==> src/rtl/loader_pkg.sv <==
// rtl/loader_pkg.sv - shared state encoding and header field widths for the instruction loader
package loader_pkg;

    localparam int HDR_COUNT_W       = 16;
    localparam int HDR_PC_W          = 16;
    localparam int MAX_WORDS_DEFAULT = 2048;
    localparam int ADDR_W_DEFAULT    = 11;

    typedef enum logic [2:0] {
        ST_IDLE  = 3'd0,
        ST_HDR   = 3'd1,
        ST_DATA  = 3'd2,
        ST_WRITE = 3'd3,
`ifdef LOADER_CHECKSUM_EN
        ST_CSUM  = 3'd4,
`endif
        ST_DONE  = 3'd5,
        ST_ERR   = 3'd6
    } state_t;

endpackage

==> src/rtl/instr_loader_if.sv <==
// rtl/instr_loader_if.sv - byte stream in and instruction-memory write bus out of the loader
interface loader_if #(
    parameter int ADDR_W = 11
);
    logic              rx_valid;
    logic              rx_ready;
    logic [7:0]        rx_data;
    logic              mem_wren;
    logic [ADDR_W-1:0] mem_addr;
    logic [31:0]       mem_data;

    // master is the loader: it consumes bytes and masters the memory write port
    modport master (
        input  rx_valid, rx_data,
        output rx_ready, mem_wren, mem_addr, mem_data
    );

    modport slave (
        output rx_valid, rx_data,
        input  rx_ready, mem_wren, mem_addr, mem_data
    );
endinterface

==> src/rtl/instr_loader_byte_packer.sv <==
// rtl/instr_loader_byte_packer.sv - shifts four LSB-first bytes into a 32-bit word
module byte_packer
    import loader_pkg::*;
(
    input  logic        clk,
    input  logic        rst,
    input  logic        clear,
    input  logic        shift_en,
    input  logic [7:0]  byte_in,
    output logic [31:0] word,
    output logic        word_done
);
    logic [1:0] byte_cnt;

    always_ff @(posedge clk or posedge rst) begin
        if (rst) begin
            word     <= '0;
            byte_cnt <= '0;
        end else if (clear) begin
            word     <= '0;
            byte_cnt <= '0;
        end else if (shift_en) begin
            word     <= {byte_in, word[31:8]};
            byte_cnt <= byte_cnt + 2'd1;
        end
    end

    // high on the edge that shifts in the fourth byte; word is complete the cycle after
    assign word_done = shift_en && (byte_cnt == 2'd3);
endmodule

==> src/rtl/instr_loader.sv <==
// rtl/instr_loader.sv - loads a length-prefixed image into instruction memory; LOADER_CHECKSUM_EN adds a trailing XOR check
module instr_loader
    import loader_pkg::*;
#(
    parameter int ADDR_W    = ADDR_W_DEFAULT,
    parameter int MAX_WORDS = MAX_WORDS_DEFAULT
) (
    input  logic              clk,
    input  logic              rst,
    input  logic              start,
    loader_if.master          bus,
    output logic [ADDR_W-1:0] start_pc,
    output logic              cpu_rst_n,
    output logic              done,
    output logic              err
);
    localparam logic [HDR_COUNT_W:0] MAX_WORDS_L = (HDR_COUNT_W+1)'(MAX_WORDS);

`ifdef LOADER_CHECKSUM_EN
    localparam state_t END_ST = ST_CSUM;
`else
    localparam state_t END_ST = ST_DONE;
`endif

    state_t                 state, state_nxt;
    logic                   go_hdr;
    logic                   ready;
    logic                   fire;
    logic [1:0]             hdr_idx;
    logic [7:0]             count_lo;
    logic [7:0]             pc_lo;
    logic [HDR_COUNT_W-1:0] count;
    logic [HDR_COUNT_W-1:0] words_done;
    logic [ADDR_W-1:0]      addr;
    logic [31:0]            pk_word;
    logic                   pk_done;
`ifdef LOADER_CHECKSUM_EN
    logic [7:0]             csum;
`endif

    assign fire = bus.rx_valid && ready;

    always_ff @(posedge clk or posedge rst) begin
        if (rst) state <= ST_IDLE;
        else     state <= state_nxt;
    end

    always_comb begin
        state_nxt = state;
        go_hdr    = 1'b0;
        unique case (state)
            ST_IDLE, ST_DONE, ST_ERR: begin
                if (start) begin
                    state_nxt = ST_HDR;
                    go_hdr    = 1'b1;
                end
            end
            ST_HDR: begin
                if (fire && hdr_idx == 2'd3) begin
                    if ({1'b0, count} > MAX_WORDS_L) state_nxt = ST_ERR;
                    else if (count != '0)            state_nxt = ST_DATA;
                    else                             state_nxt = END_ST;
                end
            end
            ST_DATA: begin
                if (pk_done) state_nxt = ST_WRITE;
            end
            ST_WRITE: begin
                if (words_done + 1'b1 == count) state_nxt = END_ST;
                else                            state_nxt = ST_DATA;
            end
`ifdef LOADER_CHECKSUM_EN
            ST_CSUM: begin
                if (fire) state_nxt = (bus.rx_data == csum) ? ST_DONE : ST_ERR;
            end
`endif
            default: state_nxt = ST_IDLE;
        endcase
    end

    always_comb begin
        ready = (state == ST_HDR) || (state == ST_DATA);
`ifdef LOADER_CHECKSUM_EN
        if (state == ST_CSUM) ready = 1'b1;
`endif
    end

    always_ff @(posedge clk or posedge rst) begin
        if (rst) begin
            hdr_idx    <= '0;
            count_lo   <= '0;
            pc_lo      <= '0;
            count      <= '0;
            words_done <= '0;
            addr       <= '0;
            start_pc   <= '0;
`ifdef LOADER_CHECKSUM_EN
            csum       <= '0;
`endif
        end else if (go_hdr) begin
            hdr_idx    <= '0;
            words_done <= '0;
            addr       <= '0;
`ifdef LOADER_CHECKSUM_EN
            csum       <= '0;
`endif
        end else begin
`ifdef LOADER_CHECKSUM_EN
            if (fire && (state == ST_HDR || state == ST_DATA))
                csum <= csum ^ bus.rx_data;
`endif
            if (fire && state == ST_HDR) begin
                hdr_idx <= hdr_idx + 2'd1;
                unique case (hdr_idx)
                    2'd0: count_lo <= bus.rx_data;
                    2'd1: count    <= {bus.rx_data, count_lo};
                    2'd2: pc_lo    <= bus.rx_data;
                    2'd3: start_pc <= ADDR_W'({bus.rx_data, pc_lo});
                    default: ;
                endcase
            end
            if (state == ST_WRITE) begin
                addr       <= addr + 1'b1;
                words_done <= words_done + 1'b1;
            end
        end
    end

    byte_packer u_packer (
        .clk       (clk),
        .rst       (rst),
        .clear     (go_hdr),
        .shift_en  (fire && state == ST_DATA),
        .byte_in   (bus.rx_data),
        .word      (pk_word),
        .word_done (pk_done)
    );

    assign bus.rx_ready = ready;
    assign bus.mem_wren = (state == ST_WRITE);
    assign bus.mem_addr = addr;
    assign bus.mem_data = pk_word;
    assign cpu_rst_n    = (state == ST_DONE);
    assign done         = (state == ST_DONE);
    assign err          = (state == ST_ERR);
endmodule

==> src/flat_wrapper.sv <==
// flat-port wrapper written by rule: the top's interface ports become plain ports
module instr_loader_flat import loader_pkg::*;
#(
    parameter int ADDR_W    = ADDR_W_DEFAULT,
    parameter int MAX_WORDS = MAX_WORDS_DEFAULT
)
  (clk, rst, start, start_pc, cpu_rst_n, done, err, bus_rx_valid, bus_rx_data, bus_rx_ready, bus_mem_wren, bus_mem_addr, bus_mem_data);
  loader_if #(.ADDR_W(ADDR_W)) bus_i ();
  input  logic clk;
  input  logic rst;
  input  logic start;
  output logic [ADDR_W-1:0] start_pc;
  output logic cpu_rst_n;
  output logic done;
  output logic err;
  input wire logic [$bits(bus_i.rx_valid)-1:0] bus_rx_valid;
  input wire logic [$bits(bus_i.rx_data)-1:0] bus_rx_data;
  output wire logic [$bits(bus_i.rx_ready)-1:0] bus_rx_ready;
  output wire logic [$bits(bus_i.mem_wren)-1:0] bus_mem_wren;
  output wire logic [$bits(bus_i.mem_addr)-1:0] bus_mem_addr;
  output wire logic [$bits(bus_i.mem_data)-1:0] bus_mem_data;
  assign bus_i.rx_valid = bus_rx_valid;
  assign bus_i.rx_data = bus_rx_data;
  assign bus_rx_ready = bus_i.rx_ready;
  assign bus_mem_wren = bus_i.mem_wren;
  assign bus_mem_addr = bus_i.mem_addr;
  assign bus_mem_data = bus_i.mem_data;
  instr_loader #(.ADDR_W(ADDR_W), .MAX_WORDS(MAX_WORDS)) u_core (.clk(clk), .rst(rst), .start(start), .bus(bus_i), .start_pc(start_pc), .cpu_rst_n(cpu_rst_n), .done(done), .err(err));
endmodule
==> config.mk <==
export PLATFORM = sky130hd
export DESIGN_NAME = instr_loader_flat
export DESIGN_NICKNAME = d
export VERILOG_FILES = /design/src/rtl/loader_pkg.sv /design/src/rtl/instr_loader_if.sv /design/src/rtl/instr_loader_byte_packer.sv /design/src/rtl/instr_loader.sv /design/src/flat_wrapper.sv
export SDC_FILE = /design/constraint.sdc
export NUM_CORES = 1
export LEC_CHECK = 0
export ABC_AREA = 1
export CORE_AREA = 2 2 137 139
export DETAILED_ROUTE_END_ITERATION = 7
export DIE_AREA = 0 0 139 141
export HOLD_SLACK_MARGIN = 0.08
export PLACE_DENSITY = 0.48
export SLEW_MARGIN = 20
export SYNTH_ARGS = -nofsm -noshare
export SYNTH_HDL_FRONTEND = slang
export SYNTH_SLANG_ARGS = --single-unit
==> constraint.sdc <==
create_clock -name clk -period 9.9 [get_ports clk]
set_input_delay 1.98 -clock clk [delete_from_list [all_inputs] [get_ports clk]]
set_output_delay 1.98 -clock clk [all_outputs]
set_load 0.1 [all_outputs]
==> run summary <==
The run finished with clean final reports. The total DRC errors in the routed layout came out at 0. Counting flops with an async set or reset pin after synthesis yields a share of 100%. The portion of total power attributed to the clock network is 17.6%. The I/O pin count is 71. The HPWL after detailed placement is 9.54 mm. The worst setup path is of the flip-flop to primary output kind. The number of core rows came out at 50. The final core utilization is 35.9%.

The proportion of netlist area held by the largest area contributor came out at 51.0%. Post-CTS repair changed the size of 0 cells. The final worst setup slack came out at 5.16 ns.

In this run the worst hold path is classified as flip-flop to flip-flop. The routed layout has 4378 vias. The switching component of the power is 0.985 mW. The fmax came out at 0.211 GHz. CTS placed an instance of sky130_fd_sc_hd__clkbuf_16 at the clock tree root. At the placement stage, the worst setup path has a slack of 5.52 ns. The area added between synthesis and finish came out at 22.8%. The overall track demand over capacity in global routing is 14.3%. The synthesized netlist net count came out at between 600 and 700. Broken down by cell family, the worst path's largest delay share belongs to buffers and inverters.

The post-route netlist has 8.84% of its cells at a drive strength greater than 1. The average instance area after synthesis came out at 8.64 um2. For this run, the slowest stage of the critical path takes 1.24 ns.

The total leakage power is 3.32 nW. Entering global routing, the biggest net connects between 60 and 70 pins. The number of detailed-routing iterations run before antenna repair is 4. The sequential cell fraction of total power is about a third. The number of failing setup endpoints in the final timing report came out at 0. The total non-filler cell area in the finished layout is between 6000 and 7000 um2. The via count of the first global-routing pass came out at 4329. The number of warnings printed during yosys synthesis came out at 0. The biggest area contributor in the post-synthesis netlist is sky130_fd_sc_hd__dfrtp_1.

In the final routing, the length of wire on met1 measures 6.34 mm. The flop and latch count out of synthesis is 109. The final global-route overflow total is 0. On the critical path, the stage with the largest delay is an instance of sky130_fd_sc_hd__clkdlybuf4s50_1. The part of the cycle the worst path needs is between 40% and 50%. The routed wirelength normalized by instance count came out at 14.6 um. TritonCTS built the clock tree. The number of instances in the synthesized netlist came out at 619. The count of different cell masters after synthesis is 40. Across the run, the number of max-cap violations was 0. The top layer used by detailed routing is met4. The core region is 18300 um2. The routed wire length on met2 is 6.37 mm. The number of buffers and inverters on the critical path is 2.

The headroom to the max-slew limit came out at 32.4%. The routability congestion estimate is 0.876. The maximum ir drop on the vdd rail came out at 212 uV.

The switching part of the total power came out at 49.7%. The type of element launching the critical path is a flip-flop. The cell area that synthesis handed to floorplanning was 5350 um2. The critical path arrival is approximately 2.8 ns. In this run the horizontal extent of the chip is around 140 um.

The final antenna-violating net count came out at 0. The count of pins over their slew limit was 0. The final sum of negative setup slack came out at 0 ns. For this block, the initial DRC count from the detailed router was about 280.

Buffers added to address setup during post-CTS repair amount to 0. The number of flops mapped to enable cells by yosys is 0. After clock tree synthesis, the clock-pin slew on the worst setup and hold paths is 0.07 ns. The H-tree depth is 3. The routed design has about 14 mm of wire.

The share of the Yosys chip area taken by registers is 51.0%. The quantity of I/O buffers inserted on ports is 70. In this run the power density over the cells is 302 nW/um2.

Setup repair after global routing left no endpoint under its margin. The total length of routed met3 wires came out at 630 um. The latest clock arrival within the worst-skew pair is 0.35 ns.

The post-detailed-route via-to-cell ratio is 4.74. The number of clock buffers inserted by TritonCTS came out at 9. The number of antenna violations at the first check in global routing is 0. The floorplan step defined a die boundary enclosing 19600 um2. The initial cell density of the core came out at 29.3%.

The post-detailed-placement cell area came out at 6280 um2. The required arrival time at the worst endpoint came out at 7.92 ns. Counting I/O delays and the setup requirement, the final critical path takes 4.74 ns. The combinational share of power is 47.4%. The final hold violation count came out at 0. STA classifies the critical path endpoint as a primary output. The number of antenna diodes in the final layout is 0. The number of sinks driven by the clock tree is 109. Ranked by total cell area, the synthesized netlist is headed by sky130_fd_sc_hd__dfrtp_1 (51%), sky130_fd_sc_hd__nand2_1 (9.0%), sky130_fd_sc_hd__inv_1 (7.2%).

The number of buffers inserted for hold repair after clock tree synthesis is 0. The most used flip-flop cell after synthesis is sky130_fd_sc_hd__dfrtp_1. The total internal power came out at ~1 mW.

The vertical die dimension is 141 um. The buffer levels on the longest clock path came out at 2. The critical-path maximum fanout came out at 26. The final setup skew came out at 0.00601 ns. Traced cell by cell, the critical path runs through nor2_2 -> nand2_2 -> inv_2 -> clkdlybuf4s50_1. The number of nets in the finished design came out at 704.

The global-route wire length before repair is roughly 23 mm. The slew at the pin closest to its max-slew limit is 1.01 ns.
-- layout make-up --
type,instances,area [um2]
fillers,1920,11700
flip-flops and latches,109,2730
multi-input cells,386,2130
repair buffers,73,723
inverters,106,400
well taps,234,293
clock buffers,11,243
clock inverters,5,43.8
-- cells by family after synthesis --
group	count (synthesis)	synth area share, %
buffers and inverters	124	9.08
AOI/OAI and AO/OA	110	12.6
DFF	109	51.0
xor gates and xnor gates	7	1.40
adders and majority gates	7	1.64
and+or+nand+nor	250	21.7
muxes	12	2.53
-- power by group through the flow --
stage | combinational, mW | sequential (mW) | clock (mW)
4_1_cts | 0.946 | 0.694 | 0.364
5_1_grt | 1.01 | 0.712 | 0.384
3_3_place_gp | 0.931 | 0.697 | 0
2_1_floorplan | 0.396 | 1.00 | 0
3_5_place_dp | 0.943 | 0.700 | 0
6_report | 0.940 | 0.692 | 0.349
-- registers in the layout (all words and copies together), names as in the netlist --
register	cells
u_core.words_done	16
u_core.u_packer.byte_cnt	2
u_core.count	16
u_core.pc_lo	8
u_core.hdr_idx	2
u_core.count_lo	8
u_core.state	3
u_core.start_pc	11
u_core.bus.mem_addr	11
u_core.u_packer.word	32
-- final timing paths --
check,from,end,slack (ns),cells after the start
min in group asynchronous,rst,u_core.u_packer.word[14]$_DFFE_PP0P_,2.03,2
max,u_core.state[2]$_DFFE_PP0P_,bus_mem_wren,5.16,4
max reg2reg,u_core.state[2]$_DFFE_PP0P_,u_core.words_done[1]$_DFFE_PP0P_,7.34,10
max in group asynchronous,rst,u_core.words_done[10]$_DFFE_PP0P_,6.58,3
min,u_core.u_packer.word[7]$_DFFE_PP0P_,u_core.u_packer.word[7]$_DFFE_PP0P_,0.48,2
min reg2reg,u_core.u_packer.word[7]$_DFFE_PP0P_,u_core.u_packer.word[7]$_DFFE_PP0P_,0.48,2
-- synthesized netlist by cell type, drive strengths merged (2+ instances only) --
cell / n
nand3b: 3
xnor2: 3
a22oi: 2
mux2: 12
nor4: 2
o31ai: 2
o21ai: 46
a32oi: 26
nand4: 11
nor2: 57
clkbuf: 11
dfrtp: 109
nand2: 135
or2: 3
xor2: 3
o211ai: 2
nand3: 31
buf: 7
nor3: 4
ha: 7
inv: 106
a31oi: 5
a21oi: 25
-- layout by cell type (no fill, tap or decap), drive strengths merged, types with 3 or more instances in the layout --
cell / n
nand2: 135
dfrtp: 109
inv: 108
clkdlybuf4s50: 70
nor2: 57
o21ai: 46
nand3: 31
a32oi: 26
a21oi: 25
mux2: 12
nand4: 11
clkbuf: 11
ha: 7
a31oi: 5
nor3: 4
nand3b: 3
xnor2: 3
xor2: 3
or2: 3
buf: 3
-- metrics by stage --
step                std cells  hold WS (ns)  total power, mW
floorplan                 619         0.448             1.40
global placement          908         0.460             1.63
detailed placement        908         0.463             1.64
CTS                       924         0.484             2.00
global route              924         0.509             2.11
finish                    924         0.479             1.98
-- layer usage --
metal	vias to the layer above	global-route usage, %
met5	-	0
met4	0	4.41
met3	15	3.46
met2	86	23.5
met1	2123	18.9
li1	2154	-
-- worst reg2reg max path: stages, from the launching register on --
cell                      delay [ns]
sky130_fd_sc_hd__dfrtp_1        0.47
sky130_fd_sc_hd__inv_1          0.12
sky130_fd_sc_hd__o21ai_0        0.15
sky130_fd_sc_hd__o21ai_0        0.10
sky130_fd_sc_hd__inv_1          0.10
sky130_fd_sc_hd__nor2_1         0.05
sky130_fd_sc_hd__nand2_1        0.64
sky130_fd_sc_hd__nand2_1        0.43
sky130_fd_sc_hd__inv_1          0.28
sky130_fd_sc_hd__a22oi_1        0.09
sky130_fd_sc_hd__inv_1          0.08
Power figures use the tool's default switching activity.
